**src/rtl/bram_1rw_be_pkg.sv**
```systemverilog
// bram_1rw_be_pkg: shared encodings for the byte-strobed 1RW BRAM.
// Write-mode codes and clear-sweep FSM states.
package bram_1rw_be_pkg;

  localparam int WM_READ_FIRST  = 0;
  localparam int WM_WRITE_FIRST = 1;
  localparam int WM_NO_CHANGE   = 2;

  typedef enum logic {
    ST_CLEAR = 1'b0,
    ST_READY = 1'b1
  } clr_state_e;

endpackage

```
**src/rtl/bram_1rw_be_if.sv**
```systemverilog
// bram_1rw_be_if: request/response bundle between
// the cache controller (master) and the BRAM (slave).
interface bram_1rw_be_if #(
  parameter int ADDR_WIDTH = 6,
  parameter int DATA_WIDTH = 64,
  parameter int BYTE_WIDTH = 8
);
  localparam int NB = DATA_WIDTH / BYTE_WIDTH;

  logic                  ena;
  logic [NB-1:0]         wea;
  logic [ADDR_WIDTH-1:0] addra;
  logic [DATA_WIDTH-1:0] dina;
  logic [DATA_WIDTH-1:0] douta;
  logic                  douta_valid;
  logic                  rdya;

  modport master (
    output ena, wea, addra, dina,
    input  douta, douta_valid, rdya
  );

  modport slave (
    input  ena, wea, addra, dina,
    output douta, douta_valid, rdya
  );
endinterface

```
**src/rtl/bram_1rw_be_clear_fsm.sv**
```systemverilog
// bram_clear_fsm: post-reset zeroing sweep, one word
// per cycle, then holds READY until the next reset.
module bram_clear_fsm
  import bram_1rw_be_pkg::*;
#(
  parameter int ADDR_WIDTH     = 6,
  parameter int MEMSIZE        = 64,
  parameter int CLEAR_ON_RESET = 1
) (
  input  logic                  clk_i,
  input  logic                  rst_i,
  output logic                  clr_we_o,
  output logic [ADDR_WIDTH-1:0] clr_addr_o,
  output logic                  rdy_o
);
  localparam logic [ADDR_WIDTH-1:0] LAST =
    ADDR_WIDTH'(MEMSIZE - 1);
  localparam clr_state_e ST_INIT =
    (CLEAR_ON_RESET != 0) ? ST_CLEAR : ST_READY;

  clr_state_e            state_q, state_d;
  logic [ADDR_WIDTH-1:0] cnt_q, cnt_d;

  always_ff @(posedge clk_i) begin
    if (rst_i) begin
      state_q <= ST_INIT;
      cnt_q   <= '0;
    end else begin
      state_q <= state_d;
      cnt_q   <= cnt_d;
    end
  end

  always_comb begin
    state_d  = state_q;
    cnt_d    = cnt_q;
    clr_we_o = 1'b0;
    rdy_o    = 1'b0;
    unique case (state_q)
      ST_CLEAR: begin
        clr_we_o = 1'b1;
        cnt_d    = cnt_q + 1'b1;
        if (cnt_q == LAST) begin
          state_d = ST_READY;
          cnt_d   = '0;
        end
      end
      ST_READY: rdy_o = 1'b1;
    endcase
  end

  assign clr_addr_o = cnt_q;

endmodule

```
**src/rtl/bram_1rw_be.sv**
```systemverilog
// bram_1rw_be: single-port BRAM with byte strobes,
// read-during-write mode and 1/2-cycle read latency.
module bram_1rw_be
  import bram_1rw_be_pkg::*;
#(
  parameter int ADDR_WIDTH     = 6,
  parameter int DATA_WIDTH     = 64,
  parameter int BYTE_WIDTH     = 8,
  parameter int MEMSIZE        = 64,
  parameter int WRITE_MODE     = 0,
  parameter int READ_LATENCY   = 1,
  parameter int CLEAR_ON_RESET = 1
) (
  input logic          clka,
  input logic          rsta,
  bram_1rw_be_if.slave bus
);
  localparam int NB = DATA_WIDTH / BYTE_WIDTH;
  localparam int BW = BYTE_WIDTH;
  localparam logic [ADDR_WIDTH:0] LIM = MEMSIZE[ADDR_WIDTH:0];
  localparam bit M_RF = WRITE_MODE == WM_READ_FIRST;
  localparam bit M_WF = WRITE_MODE == WM_WRITE_FIRST;
  localparam bit M_NC = WRITE_MODE == WM_NO_CHANGE;

  if (DATA_WIDTH % BYTE_WIDTH != 0) begin : g_err_bw
    $error("DATA_WIDTH must be a multiple of BYTE_WIDTH");
  end
  if (READ_LATENCY != 1 && READ_LATENCY != 2) begin : g_err_rl
    $error("READ_LATENCY must be 1 or 2");
  end
  if (WRITE_MODE > 2 || WRITE_MODE < 0) begin : g_err_wm
    $error("WRITE_MODE must be 0, 1 or 2");
  end
  if (MEMSIZE > (1 << ADDR_WIDTH)) begin : g_err_ms
    $error("MEMSIZE exceeds address space");
  end

  logic [DATA_WIDTH-1:0] ram [MEMSIZE];

  logic                  clr_we;
  logic [ADDR_WIDTH-1:0] clr_addr;
  logic                  rdy;
  logic                  acc, is_wr, in_rng;
  logic [DATA_WIDTH-1:0] old_w, new_w;
  logic [DATA_WIDTH-1:0] d1_q, d1_d;
  logic                  v1_q, v1_d;

  bram_clear_fsm #(
    .ADDR_WIDTH    (ADDR_WIDTH),
    .MEMSIZE       (MEMSIZE),
    .CLEAR_ON_RESET(CLEAR_ON_RESET)
  ) u_clr (
    .clk_i     (clka),
    .rst_i     (rsta),
    .clr_we_o  (clr_we),
    .clr_addr_o(clr_addr),
    .rdy_o     (rdy)
  );

  assign bus.rdya = rdy;
  assign acc      = bus.ena & rdy & ~rsta;
  assign is_wr    = |bus.wea;
  assign in_rng   = {1'b0, bus.addra} < LIM;
  assign old_w    = in_rng ? ram[bus.addra] : '0;

  always_comb begin
    new_w = old_w;
    for (int i = 0; i < NB; i++) begin
      if (bus.wea[i]) new_w[i*BW +: BW] = bus.dina[i*BW +: BW];
    end
  end

  // Sweep owns the array until rdya rises
  always_ff @(posedge clka) begin
    if (clr_we) begin
      ram[clr_addr] <= '0;
    end else if (acc && is_wr && in_rng) begin
      for (int i = 0; i < NB; i++) begin
        if (bus.wea[i])
          ram[bus.addra][i*BW +: BW] <= bus.dina[i*BW +: BW];
      end
    end
  end

  always_comb begin
    v1_d = 1'b0;
    d1_d = d1_q;
    if (acc) begin
      unique case (1'b1)
        !is_wr: begin
          v1_d = 1'b1;
          d1_d = old_w;
        end
        is_wr && M_RF: begin
          v1_d = 1'b1;
          d1_d = old_w;
        end
        is_wr && M_WF: begin
          v1_d = 1'b1;
          d1_d = in_rng ? new_w : '0;
        end
        is_wr && M_NC: v1_d = 1'b0;
      endcase
    end
  end

  always_ff @(posedge clka) begin
    if (rsta) begin
      v1_q <= 1'b0;
      d1_q <= '0;
    end else begin
      v1_q <= v1_d;
      d1_q <= d1_d;
    end
  end

  if (READ_LATENCY == 2) begin : g_rl2
    logic [DATA_WIDTH-1:0] d2_q;
    logic                  v2_q;

    always_ff @(posedge clka) begin
      if (rsta) begin
        v2_q <= 1'b0;
        d2_q <= '0;
      end else begin
        v2_q <= v1_q;
        if (v1_q) d2_q <= d1_q;
      end
    end

    assign bus.douta       = d2_q;
    assign bus.douta_valid = v2_q;
  end else begin : g_rl1
    assign bus.douta       = d1_q;
    assign bus.douta_valid = v1_q;
  end

endmodule

```
**src/flat_wrapper.sv**
```systemverilog
// flat-port wrapper written by rule: the top's interface ports become plain ports
module bram_1rw_be_flat import bram_1rw_be_pkg::*;
#(
  parameter int ADDR_WIDTH     = 6,
  parameter int DATA_WIDTH     = 64,
  parameter int BYTE_WIDTH     = 8,
  parameter int MEMSIZE        = 64,
  parameter int WRITE_MODE     = 0,
  parameter int READ_LATENCY   = 1,
  parameter int CLEAR_ON_RESET = 1
)
  (clka, rsta, bus_ena, bus_wea, bus_addra, bus_dina, bus_douta, bus_douta_valid, bus_rdya);
  bram_1rw_be_if #(.ADDR_WIDTH(ADDR_WIDTH), .DATA_WIDTH(DATA_WIDTH), .BYTE_WIDTH(BYTE_WIDTH)) bus_i ();
  input logic clka;
  input logic rsta;
  input wire logic [$bits(bus_i.ena)-1:0] bus_ena;
  input wire logic [$bits(bus_i.wea)-1:0] bus_wea;
  input wire logic [$bits(bus_i.addra)-1:0] bus_addra;
  input wire logic [$bits(bus_i.dina)-1:0] bus_dina;
  output wire logic [$bits(bus_i.douta)-1:0] bus_douta;
  output wire logic [$bits(bus_i.douta_valid)-1:0] bus_douta_valid;
  output wire logic [$bits(bus_i.rdya)-1:0] bus_rdya;
  assign bus_i.ena = bus_ena;
  assign bus_i.wea = bus_wea;
  assign bus_i.addra = bus_addra;
  assign bus_i.dina = bus_dina;
  assign bus_douta = bus_i.douta;
  assign bus_douta_valid = bus_i.douta_valid;
  assign bus_rdya = bus_i.rdya;
  bram_1rw_be #(.ADDR_WIDTH(ADDR_WIDTH), .DATA_WIDTH(DATA_WIDTH), .BYTE_WIDTH(BYTE_WIDTH), .MEMSIZE(MEMSIZE), .WRITE_MODE(WRITE_MODE), .READ_LATENCY(READ_LATENCY), .CLEAR_ON_RESET(CLEAR_ON_RESET)) u_core (.clka(clka), .rsta(rsta), .bus(bus_i));
endmodule
```
**config.mk**
```make
export PLATFORM = sky130hd
export DESIGN_NAME = bram_1rw_be_flat
export DESIGN_NICKNAME = d
export VERILOG_FILES = /design/src/rtl/bram_1rw_be_pkg.sv /design/src/rtl/bram_1rw_be_if.sv /design/src/rtl/bram_1rw_be_clear_fsm.sv /design/src/rtl/bram_1rw_be.sv /design/src/flat_wrapper.sv
export SDC_FILE = /design/constraint.sdc
export NUM_CORES = 2
export LEC_CHECK = 0
export BUFFER_PORTS_ARGS = -buffer_cell sky130_fd_sc_hd__buf_2
export CAP_MARGIN = 30
export CORE_MARGIN = 1.5
export CORE_UTILIZATION = 63
export CTS_CLUSTER_SIZE = 25
export DETAILED_ROUTE_END_ITERATION = 8
export PLACE_DENSITY_LB_ADDON = 0.1
export SYNTH_ARGS = -nofsm -noshare
export SYNTH_HDL_FRONTEND = slang
export SYNTH_HIERARCHICAL = 1
export SYNTH_SLANG_ARGS = --single-unit
```
**constraint.sdc**
```tcl
create_clock -name clka -period 3.8 [get_ports clka]
set_clock_uncertainty 0.1 [all_clocks]
set_input_delay 0.38 -clock clka [delete_from_list [all_inputs] [get_ports clka]]
set_output_delay 0.38 -clock clka [all_outputs]
set_load 0.01 [all_outputs]
```
==> Word-level counts from Yosys, hierarchy flattened <==
Memories as Yosys holds them, arrays and structs flattened. A register that Yosys moved wholly into a read port is not among the register bits.
Index checks and enable logic that the tools add are counted.
{ "op_classes": {"addsub": 1, "n_mul": 0, "div": 0, "order_cmp": 0, "n_eq_ne": 1, "shift": 0, "mux": 41, "n_bitwise": 4, "n_reduce_logical": 6} }
{ "ops": {"columns": ["cell", "count"], "rows": [
  ["$mux W64", 1],
  ["$reduce_or A64 Y1", 1],
  ["$mux W1", 37],
  ["$mux W6", 2],
  ["$reduce_or A9 Y1", 1],
  ["$mux W8", 1],
  ["$reduce_or A8 Y1", 1],
  ["$add A6 B1 Y6 const B", 1],
  ["$eq A6 B6 Y1 const B", 1],
  ["$and A1 B1 Y1", 2],
  ["$not A1 Y1", 2],
  ["$reduce_or A2 Y1", 1],
  ["$logic_and A1 B1 Y1", 1],
  ["$logic_not A1 Y1", 1]
]} }
{ "totals": {"register_bits": 8, "latch_bits": 0, "ramBits": 4096, "mem_bits_ro": 0, "inputBits": 81, "out_inout_bits": 66, "wordCells": 57, "n_memories": 1} }
{ "mem_list": {"columns": ["memory", "words", "width", "rd", "rd_clocked_by_memory_dff", "wr", "line", "source"], "rows": [
  ["u_core.ram", 64, 64, 1, 1, 1, "bram_1rw_be.sv:38", "logic [DATA_WIDTH-1:0] ram [MEMSIZE];"]
]} }

==> Logic depth before layout (Yosys ltp) <==
{ "depth": {"depth_word": 9, "depth_mapped": 11, "ltp_nobuf": 5} }

==> Cells and area by module <==
Netlist, hierarchy kept.
{ "by_module_without_submodules": {"columns": ["module", "n_inst", "cells_per_inst", "area_per_inst_um2", "seq_area_each_um2"], "rows": [
  ["bram_1rw_be", 1, 7680, 160158.6, 124299.2],
  ["bram_clear_fsm", 1, 34, 312.8, 140.1]
]} }

==> Worst setup path before layout <==
OpenSTA, ideal clock, no wires.
{ "synth_path": {"path_type": "reg2reg", "from": "register u_core.u_clr.state_q", "to": "memory u_core.ram[0][10], data pin", "setup_time_ns": 0.367, "t_arrival_ns": 2.842, "t_required_ns": 3.333, "path_slack_ns": 0.491, "path_stages_with_launch": 8, "n_path_buf": 4, "synth_period_minus_slack_ns": 3.309, "cell_sequence": "dfxtp_1 > inv_1 > buf_1 > a2111oi_4 > buf_6 > clkbuf_1 > clkbuf_1 > and2_1"} }
{ "synth_between": {"elab_chain_cells": 9, "word_cells_on_any_way": 30, "classes_between": "mux (26); bitwise (2); reduce/logical (2)"} }
{ "synth_rtl": {"columns": ["element", "line", "source"], "rows": [
  ["from (decl)", "bram_1rw_be_clear_fsm.sv:21", "clr_state_e state_q, state_d;"],
  ["from (signal assigned)", "bram_1rw_be_clear_fsm.sv:29", "state_q <= state_d;"],
  ["$mux W1", "bram_1rw_be_clear_fsm.sv:39", "unique case (state_q)"],
  ["$and A1 B1 Y1 (2 in series)", "bram_1rw_be.sv:61", "assign acc = bus.ena & rdy & ~rsta;"],
  ["$logic_and A1 B1 Y1", "bram_1rw_be.sv:77", "end else if (acc && is_wr && in_rng) begin"],
  ["$mux W1", "bram_1rw_be.sv:77", null],
  ["$mux W1", "bram_1rw_be.sv:75", "if (clr_we) begin"],
  ["$mux W1 (not written as such)", "bram_1rw_be.sv:80", "ram[bus.addra][i*BW +: BW] <= bus.dina[i*BW +: BW];"],
  ["$reduce_or A64 Y1 (no line) *", null, null],
  ["$mux W64 (no line) *", null, null],
  ["to (decl)", "bram_1rw_be.sv:38", null]
]} }
Every way passes the cells marked *; elsewhere a longest branch is shown, timed or not.

==> Worst setup path in the final report <==
{ "layout_path": {"from": "register u_core.u_clr.state_q", "to": "memory u_core.ram[62][45] (enable)"} }
{ "layout_between": {"elab_chain_cells": 9, "word_cells_on_any_way": 32, "classes_between": "mux (28); bitwise (2); reduce/logical (2)"} }
{ "layout_rtl": {"columns": ["element", "line"], "rows": [
  ["$mux W1", "bram_1rw_be_clear_fsm.sv:39"],
  ["$and A1 B1 Y1 (2 in series)", "bram_1rw_be.sv:61"],
  ["$logic_and A1 B1 Y1", "bram_1rw_be.sv:77"],
  ["$mux W1", "bram_1rw_be.sv:77"],
  ["$mux W1", "bram_1rw_be.sv:75"],
  ["$mux W1 (not written as such)", "bram_1rw_be.sv:80"],
  ["$reduce_or A64 Y1 (no line)", null],
  ["$mux W6 (no line) / $mux W8 (equally long branches)", null]
]} }
Several ways; a longest one is shown, not always the timed one.

==> results.toml <==
[global_routing]
grt_max_degree = 95
grt.total_usage_pct = 34.6
grt_antenna_before_repair = 32
grt_pass1_wl_mm = 623
grt_pass1_vias = 85329
use_met3_pct = 8.82
grt_overflow_total = 0
grt.busiest_layer = "met2"
global_route.usage.met1_pct = 47.9
use_met2_pct = 52.4

[floorplanning]
core_area_um2 = 254000
row_count = 185
start_util_pct = 63.3
die_x_um = 508
die_area_um2 = 258000
io_pins = 147
die_h_um = 508

[setup_path]
start_kind = "flop"
cp_slowest_cell = "a2111oi_4"
r2r-end = "u_core/ram[62][45]$_DFFE_PP_"
cp_max_fo = 18
crit_start = "u_core/u_clr/state_q$_SDFF_PP0_"
required_ns = 4.39
crit_top_cell = "buf_4"
r2r_start = "u_core/u_clr/state_q$_SDFF_PP0_"
end_kind = "flop"
critical_path.max_stage_delay_ns = 0.60
crit_type = "reg -> reg"
r2r_cells = 9
cp.arrival_ns = 4.02
cp_cell_sequence = "nand2_1 > a2111oi_4 > buf_6 > mux2i_4 > buf_12 > nand4_1 > buf_4 > nor2_1 > buf_4"
r2r_setup_slack_ns = 0.37

[route]
first_pass_iters = 6
drc_errors = 0
vias = 86005
drt-vias-per-instance = 6.80
routedWlPerCell_um = 35.0
drtIter0Drc = 11966
routed_wirelength_mm = 442
drtAntennaViolNets = 0

[place]
gp_congestion = 0.875
dpl_cell_area_um2 = 173000
place_inst = 11814
pre_cts_ws_ns = -0.163
portBuffers = 146
place_hpwl_mm = 277

[yosys]
synth.most_common_cell = "edfxtp_1"
synthTopCellsByCount = "4096 x edfxtp_1, 837 x mux4_2, 713 x nor2_1"
ys_types = 64
synth_area_leaders = "edfxtp_1 77%, mux4_2 12%, mux2_2 1.8%, nor2_1 1.7%, o22ai_1 1.5%"
async_flop_share_pct = 0
syn_nets = 7796
ys_ff_latch = 4168
synthCells = 7714
synth_top_area_cell = "edfxtp_1"
syn_area_um2 = 160000
synth_ff_type = "edfxtp_1"
synth_top_cell_area_share_pct = 76.6
syn_avg_cell_area_um2 = 20.8
yosysSeqAreaShare_pct = 77.5
synth-edff-count = 4096
ys_warn_count = 6

[clock_tree]
insertion_delay_ns = 0.99
numCtsBuffers = 416
path_clk_slew_ns = 0.07
cts_buffer_depth = 4
cts_sinks = 4168
cts-htree-levels = 5
cts_tree = "yes"
cts_resized = 0
root_buffer = "clkbuf_16"

[pwr]
power.share.clock_pct = 43.1
switching_share_pct = 19.9
leakagePower_nw = 54.1
comb_power_share_pct = 3.1
switchingPower_mw = 18.6
finalPower_mw = 93.4
p_int_mw = 74.8
ir_drop_mv = 0.431
seqPwrFrac_pct = 53.8
powerDensity_nw_per_um2 = 499

[status]
status = "complete, no violations"

[final_layout]
syn_to_final_growth_pct = 16.8
n_fill_cell = 14336
final_cell_area_um2 = 187000
drive_gt1_share_pct = 32.9
finalNetCount = 8995
stdcell_count = 12639

[timing]
setup_ws_ns = 0.370
tightest_slew_ns = 1.13
finalSetupViolations = 0
fmax_ghz = 0.292
fin_tns_setup_ns = 0
drv_slew = 0
slew_headroom_pct = 24.3
finalCritPeriodShare_pct = 90.3
rsz0062_at_grt = "no"
min_period_ns = 3.43
finalHoldViolCount = 0

[hold_path]
min-delay-path-class = "in -> reg"
holdPathEnd = "u_core/ram[60][47]$_DFFE_PP_"
hold_start = "bus_dina[47]"
hold_depth = 3

[flow_run]
cap_viol_max_count = 0
cell families (layout without fill, tap and decap cells):
| family | count (synthesis) | count (layout) | synth area share [%] |
|---|---|---|---|
| AOI/OAI and AO/OA | 713 | 713 | 3.12 |
| xor gates and xnor gates | 2 | 2 | 0.0109 |
| adders and majority gates | 1 | 1 | 0.00780 |
| buffers and inverters | 471 | 1997 | 1.48 |
| DFF | 4168 | 4168 | 77.5 |
| muxes | 1222 | 1222 | 14.4 |
| other | 0 | 33 | 0 |
| and+or+nand+nor | 1137 | 1137 | 3.44 |
stage by stage:
step,utilization (%),hold slack (ns)
global placement,68.3,0.366
CTS,73.8,0.0118
global route,73.9,0.0186
finish,73.9,0.0442
floorplan,-,0.349
detailed placement,68.4,0.362
critical path: cells and delay by family, from the launching register on:
kind | cells | cell delay (ns)
flip-flops | 1 | 0.38
AO/OA/AOI/OAI | 1 | 0.60
multiplexers | 1 | 0.31
AND/OR/NAND/NOR | 3 | 0.73
buffers and inverters | 4 | 0.99
repair_timing:
item                      4_1_cts  5_1_grt
buffers inserted                0        0
hold endpoints to repair     1762        0
hold buffers                   46        0
sequential cells by signal (all words and copies together) (netlist names):
name                     cells
u_core/bus.douta            64
u_core/bus.douta_valid       1
u_core/ram                4096
u_core/u_clr/clr_addr_o      6
u_core/u_clr/state_q         1
power by group through the flow:
| stage | combinational [mW] | clock [mW] | sequential (mW) |
|---|---|---|---|
| 2_1_floorplan | 1.71 | 0 | 51.2 |
| 6_report | 2.88 | 40.3 | 50.2 |
| 3_5_place_dp | 2.82 | 0 | 51.2 |
| 4_1_cts | 2.87 | 40.6 | 50.2 |
| 5_1_grt | 2.98 | 42.3 | 50.2 |
| 3_3_place_gp | 2.79 | 0 | 51.2 |
how the worst max path moves through the flow:
stage | endpoint | slack (ns) | cells past startpoint
3_3_place_gp | u_core/ram[59][45]$_DFFE_PP_ | -0.42 | 11
3_5_place_dp | u_core/ram[59][45]$_DFFE_PP_ | -0.16 | 10
6_report | u_core/ram[62][45]$_DFFE_PP_ | 0.37 | 9
5_1_grt | u_core/ram[57][16]$_DFFE_PP_ | 0.31 | 6
4_1_cts | u_core/bus.douta[58]$_SDFFE_PP0N_ | 0.44 | 7
2_1_floorplan | u_core/ram[0][10]$_DFFE_PP_ | 0.49 | 7
layout make-up:
class	count	area [um2]	area share, %
Multi-Input combinational cell	3075	34000	18.1
Antenna cell	33	82.6	0.0441
Timing Repair Buffer	1250	11300	6.04
Sequential cell	4168	124000	66.4
Inverter	2	7.51	0.00401
Tap cell	3366	4210	2.25
Clock inverter	221	2240	1.19
Clock buffer	524	11100	5.93
layer usage:
layer / part of all wire, % / wire (um)
met1: 37 / 162000
met2: 47 / 207000
met3: 12 / 51500
met4: 4.9 / 21800
met5: 0.021 / 92
cell usage in the layout (no fill, tap or decap), types with 60 or more instances in the layout:
cell type     n
o22ai_1     372
buf_4       883
a211oi_1     61
edfxtp_1   4096
nor2b_1      60
nor2_1      712
nand2_1     102
dfxtp_1      72
and2_2       64
buf_2       142
mux4_2      837
mux2i_1     119
clkinv_2     69
clkbuf_1     84
buf_12      171
mux2_2      257
clkinv_1     71
clkbuf_16   421
No activity file was read; power rests on OpenSTA's default activity.
